==> config.mk <==
export PLATFORM = sky130hd
export DESIGN_NAME = scan_linebuf_ctl
export DESIGN_NICKNAME = d
export VERILOG_FILES = /design/src/rtl/scan_linebuf_ctl.sv
export SDC_FILE = /design/constraint.sdc
export NUM_CORES = 1
export LEC_CHECK = 0
export ABC_AREA = 1
export BUFFER_PORTS_ARGS = -buffer_cell sky130_fd_sc_hd__buf_2
export CAP_MARGIN = 10
export CORE_UTILIZATION = 30
export DETAILED_ROUTE_END_ITERATION = 8
export GPL_TIMING_DRIVEN = 0
export PLACE_DENSITY = 0.56
export SKIP_CTS_REPAIR_TIMING = 1
export SLEW_MARGIN = 5
export SYNTH_ARGS = -nofsm -noshare
export SYNTH_HDL_FRONTEND = slang
export SYNTH_SLANG_ARGS = --single-unit
==> constraint.sdc <==
create_clock -name clk -period 3.2 [get_ports clk]
set_input_delay 0.32 -clock clk [delete_from_list [all_inputs] [get_ports clk]]
set_output_delay 0.32 -clock clk [all_outputs]
set_load 0.005 [all_outputs]
==> src/rtl/scan_linebuf_ctl.sv <==
`default_nettype none
// ----------------------------------------------------------------------------
// scan_linebuf_ctl : shares one single-port line RAM between capture writes
//                    (2-deep stamped FIFO) and display reads. Rev 1.0
// ----------------------------------------------------------------------------
module scan_linebuf_ctl #(
   parameter int AW = 10,
   parameter int DW = 8
) (
   input  logic          clk,
   input  logic          rst,
   input  logic          save,
   input  logic [DW-1:0] vd,
   output logic          saved,
   input  logic          cap_line_start,
   input  logic          rd_line_start,
   input  logic          rd_req,
   output logic          rd_ack,
   output logic [DW-1:0] rd_data,
   output logic          rd_valid,
   output logic [AW:0]   ram_addr,
   output logic [DW-1:0] ram_wdata,
   output logic          ram_we,
   input  logic [DW-1:0] ram_rdata,
   output logic          ovf
);

   typedef enum logic [1:0] {
      IDLE   = 2'd0,
      GNT_RD = 2'd1,
      GNT_WR = 2'd2
   } state_t;

   typedef struct packed {
      logic          bank;
      logic [AW-1:0] addr;
      logic [DW-1:0] data;
   } entry_t;

   state_t        state_q, state_d;
   logic          wbank_q, wbank_d;
   logic [AW-1:0] waddr_q, waddr_d;
   logic [AW-1:0] raddr_q, raddr_d;
   entry_t        fifo0_q, fifo0_d;
   entry_t        fifo1_q, fifo1_d;
   logic [1:0]    count_q, count_d;
   logic [AW:0]   ram_addr_q, ram_addr_d;
   logic [DW-1:0] ram_wdata_q, ram_wdata_d;
   logic          ovf_q, ovf_d;
   logic          rd_cap_q, rd_cap_d;
   logic          rd_valid_q, rd_valid_d;
   logic [DW-1:0] rd_data_q, rd_data_d;

   logic          full;
   logic          accept;
   logic          drop;
   logic          wrap;
   logic          deq;
   logic [AW-1:0] waddr_base;
   logic [AW-1:0] raddr_base;
   entry_t        new_entry;
   entry_t        head;

   always_comb begin
      full       = (count_q == 2'd2);
      accept     = save && !full;
      drop       = save && full;

      // Line start is applied before stamping a same-cycle byte
      wbank_d    = wbank_q ^ cap_line_start;
      waddr_base = cap_line_start ? '0 : waddr_q;
      wrap       = accept && (waddr_base == {AW{1'b1}});
      waddr_d    = accept ? (waddr_base + AW'(1)) : waddr_base;

      new_entry.bank = wbank_d;
      new_entry.addr = waddr_base;
      new_entry.data = vd;

      raddr_base = rd_line_start ? '0 : raddr_q;

      if (full) begin
         state_d = GNT_WR;
      end else if (rd_req) begin
         state_d = GNT_RD;
      end else if ((count_q != 2'd0) || save) begin
         state_d = GNT_WR;
      end else begin
         state_d = IDLE;
      end

      // An empty FIFO lets the incoming byte bypass straight to the RAM port
      head = (count_q == 2'd0) ? new_entry : fifo0_q;
      deq  = (state_d == GNT_WR);

      fifo0_d = fifo0_q;
      fifo1_d = fifo1_q;
      count_d = count_q;
      case (count_q)
         2'd0: begin
            if (accept && !deq) begin
               fifo0_d = new_entry;
               count_d = 2'd1;
            end
         end
         2'd1: begin
            if (deq && accept) begin
               fifo0_d = new_entry;
            end else if (deq) begin
               count_d = 2'd0;
            end else if (accept) begin
               fifo1_d = new_entry;
               count_d = 2'd2;
            end
         end
         default: begin
            if (deq) begin
               fifo0_d = fifo1_q;
               count_d = 2'd1;
            end
         end
      endcase

      raddr_d     = raddr_base;
      ram_addr_d  = ram_addr_q;
      ram_wdata_d = ram_wdata_q;
      case (state_d)
         GNT_WR: begin
            ram_addr_d  = {head.bank, head.addr};
            ram_wdata_d = head.data;
         end
         GNT_RD: begin
            ram_addr_d = {~wbank_q, raddr_base};
            raddr_d    = raddr_base + AW'(1);
         end
         default: begin
         end
      endcase

      ovf_d      = ovf_q || drop || wrap;
      rd_cap_d   = (state_q == GNT_RD);
      rd_valid_d = rd_cap_q;
      rd_data_d  = rd_cap_q ? ram_rdata : rd_data_q;
   end

   always_ff @(posedge clk) begin
      if (rst) begin
         state_q     <= IDLE;
         wbank_q     <= 1'b0;
         waddr_q     <= '0;
         raddr_q     <= '0;
         fifo0_q     <= '0;
         fifo1_q     <= '0;
         count_q     <= 2'd0;
         ram_addr_q  <= '0;
         ram_wdata_q <= '0;
         ovf_q       <= 1'b0;
         rd_cap_q    <= 1'b0;
         rd_valid_q  <= 1'b0;
         rd_data_q   <= '0;
      end else begin
         state_q     <= state_d;
         wbank_q     <= wbank_d;
         waddr_q     <= waddr_d;
         raddr_q     <= raddr_d;
         fifo0_q     <= fifo0_d;
         fifo1_q     <= fifo1_d;
         count_q     <= count_d;
         ram_addr_q  <= ram_addr_d;
         ram_wdata_q <= ram_wdata_d;
         ovf_q       <= ovf_d;
         rd_cap_q    <= rd_cap_d;
         rd_valid_q  <= rd_valid_d;
         rd_data_q   <= rd_data_d;
      end
   end

   assign ram_we    = (state_q == GNT_WR);
   assign saved     = (state_q == GNT_WR);
   assign rd_ack    = (state_q == GNT_RD);
   assign ram_addr  = ram_addr_q;
   assign ram_wdata = ram_wdata_q;
   assign rd_data   = rd_data_q;
   assign rd_valid  = rd_valid_q;
   assign ovf       = ovf_q;

endmodule
`default_nettype wire
==> flow_metrics.tcl <==
set metrics [dict create \
    ys_seq_area_share_pct 44.8 \
    cp_max_fo 10 \
    drv_cap 0 \
    power.density_nw_per_um2 530 \
    wire_per_inst_um 13.7 \
    gp_congestion 0.891 \
    die_h_um 120 \
    fin_ws_ns 1.43 \
    hpwl_mm 8.34 \
    syn_nets 608 \
    syn-cell-area_um2 4160 \
    start_util_pct 31.0 \
    fill_cells 1426 \
    dr.pass1.iters 5 \
    period_needed_ns 1.77 \
    vias_per_cell 4.72 \
    drc 0 \
    min-delay-start "ram_rdata[0]" \
    grt_first_pass_wirelength_mm 18.5 \
    routed_wl_mm 11.3 \
    startpoint_type "register" \
    grt_max_degree 15 \
    worstSetupEndpointType "register" \
    antenna_found_initial 0 \
    multi_input_area_um2 1840 \
    relSlewSlack_pct 59.2 \
    path_delay_family "buffers and inverters" \
    io_buffers 51 \
    reg2reg_depth 6 \
    period_share_pct 55.4 \
    clock_latency_ns 0.34 \
    htreeDepth 3 \
    core-area_um2 13400 \
    numCtsBuffers 9 \
    synth_area_leaders "dfxtp_1 (45%), o21ai_0 (13%), nor2_1 (9.4%)" \
    rr_startpoint "count_q[1]" \
    max_stage_delay_ns 0.45 \
    drt_iter0_drc 215 \
    gr-total-overflow 0 \
    critPathKind "register to register" \
    hp-class "input port to register" \
    min_path_cells 3 \
    rrSetupSlack_ns 1.43 \
    synth_top_area_share_pct 44.8 \
    crit_buf_inv 2 \
    n_antenna_cell 0 \
    synth_cell_types 29 \
    leakage_nw 2.11 \
    final_max_slew_viol_count 0 \
    rsz0062_at_grt "false" \
    cp_common_cell "o21ai_0" \
    grt_usage_pct 16.8 \
    status "finished, final reports clean" \
    ant_nets 0 \
    seq_area_um2 1860 \
    worstPathRequired_ns 3.42 \
    synth_top_cell_by_area "dfxtp_1" \
    cts-root-buf "clkbuf_16" \
    finClkSkew_ns 0.00491 \
    crit_path_top_delay_cell "dfxtp_1" \
    irDropWorstVdd_mv 0.201 \
    drive_gt1_share_pct 14.3 \
    ys_ff_latch 93 \
    area_delta_synth_final_pct 18.7 \
    fmax_ghz 0.564 \
    first_global_vias 3569 \
    fin_nets 670 \
    tightest_slew_ns 0.611 \
    die_w_um 120 \
    reg2reg_to "ram_addr[0]" \
    dr_total_vias 3898 \
    cts_tree "done" \
    row_count 42 \
    yosys_warnings 0 \
    clkSinkCount 93 \
    hold_viol 0 \
    setup_tns_ns 0 \
    dieArea_um2 14300 \
    path_cells "inv_2 > nand2_4 > clkbuf_1 > o21ai_0 > o21ai_0 > a21oi_1" \
    avgSynthCellArea_um2 7.12 \
    min_to "rd_data[0]" \
    netlist_instances 584 \
    clk_pin_slew_ns 0.07 \
    cts_buffer_depth 2 \
    arrival_ns 1.99 \
    ioPinCount 54 \
    setup_viol 0 \
    post-place-ws_ns 1.27 \
]
-- cells by family after synthesis --
logic type                 synth area share, %
AOI/OAI and AO/OA                         22.8
xor gates and xnor gates                 0.422
adders and majority gates                0.602
buffers and inverters                     10.9
DFF                                       44.8
and+or+nand+nor                           20.4
-- worst min-delay path, cell delays in order --
cell and delay, ns:
buf_2 0.07, nor2_1 0.03, nor2_1 0.08
-- metal layers --
layer  share of wire, %  vias up  global-route usage [%]
met3                5.3        9                    3.71
li1                   -     2019                       -
met2                 46      112                    26.9
met5                  0        -                       0
met4               0.97        0                    5.31
met1                 48     1758                    22.4
-- worst max path at each step --
stage	start	to	slack, ns	cells past startpoint
2_1_floorplan	cap_line_start	waddr_q[6]	1.65	10
3_3_place_gp	cap_line_start	ovf	1.28	11
3_5_place_dp	cap_line_start	waddr_q[6]	1.27	10
4_1_cts	count_q[1]	ram_addr[0]	1.45	6
5_1_grt	count_q[1]	ram_addr[0]	1.38	6
6_report	count_q[1]	ram_addr[0]	1.43	6
-- flip-flops by register name, indices dropped and copies added, names as in the netlist, 2 cells and up --
| register | count |
|---|---|
| ram_addr | 11 |
| raddr_q | 10 |
| state_q | 2 |
| count_q | 2 |
| rd_data | 8 |
| ram_wdata | 8 |
| waddr_q | 10 |
| fifo0_q | 19 |
| fifo1_q | 19 |
-- cell type report --
cell class / count / share of cell area (%)
repair buffers: 51 / 5.18
plain buffers: 29 / 3.55
well taps: 176 / 4.46
clock buffers: 11 / 5.12
clock inverters: 4 / 0.964
inverters: 74 / 5.63
multi-input cells: 388 / 37.3
flip-flops and latches: 93 / 37.7
-- synth_stat cells --
master / count
a211oi_1: 11
a21oi_1: 42
a21oi_4: 1
a31oi_1: 2
buf_2: 8
buf_4: 5
buf_6: 5
clkbuf_1: 11
clkinv_1: 1
dfxtp_1: 93
ha_1: 2
inv_1: 71
inv_2: 2
nand2_1: 87
nand2_4: 3
nand3_1: 6
nand4_1: 4
nor2_1: 104
nor3_1: 4
nor3_4: 1
nor3b_1: 1
o211ai_1: 7
o21ai_0: 105
o21ai_1: 1
o21ai_2: 1
o21ai_4: 1
o21bai_1: 1
o22ai_1: 2
xnor2_1: 2
-- metrics by stage --
stage,util (%),instances,area (µm²),total power [W],hold slack [ns]
floorplan,-,584,4160,0.00145,0.421
global placement,34.6,811,4630,0.00155,0.435
detailed placement,34.6,811,4630,0.00155,0.441
CTS,36.8,826,4930,0.00265,0.192
global route,36.8,826,4930,0.00274,0.194
finish,36.8,826,4930,0.00261,0.199
-- where the power goes --
| part | leakage [nW] | internal [W] | switching (W) |
|---|---|---|---|
| combinational | 1.20 | 0.000102 | 0.000178 |
| clock | 0.147 | 0.000641 | 0.000445 |
| sequential | 0.761 | 0.00122 | 0.0000280 |
| total | 2.11 | 0.00196 | 0.000652 |
-- cell usage in the layout, fill, tap and decap left out, types with 3 or more instances in the layout --
| master | netlist | routed |
|---|---|---|
| o21ai_0 | 105 | 105 |
| nor2_1 | 104 | 104 |
| dfxtp_1 | 93 | 93 |
| nand2_1 | 87 | 87 |
| inv_1 | 71 | 71 |
| buf_2 | 8 | 59 |
| a21oi_1 | 42 | 42 |
| clkbuf_1 | 11 | 11 |
| a211oi_1 | 11 | 11 |
| clkbuf_16 | 0 | 9 |
| o211ai_1 | 7 | 7 |
| nand3_1 | 6 | 6 |
| buf_4 | 5 | 5 |
| buf_6 | 5 | 5 |
| nand4_1 | 4 | 4 |
| nor3_1 | 4 | 4 |
| nand2_4 | 3 | 3 |
Note: power is estimated with default switching activity, not from simulation.
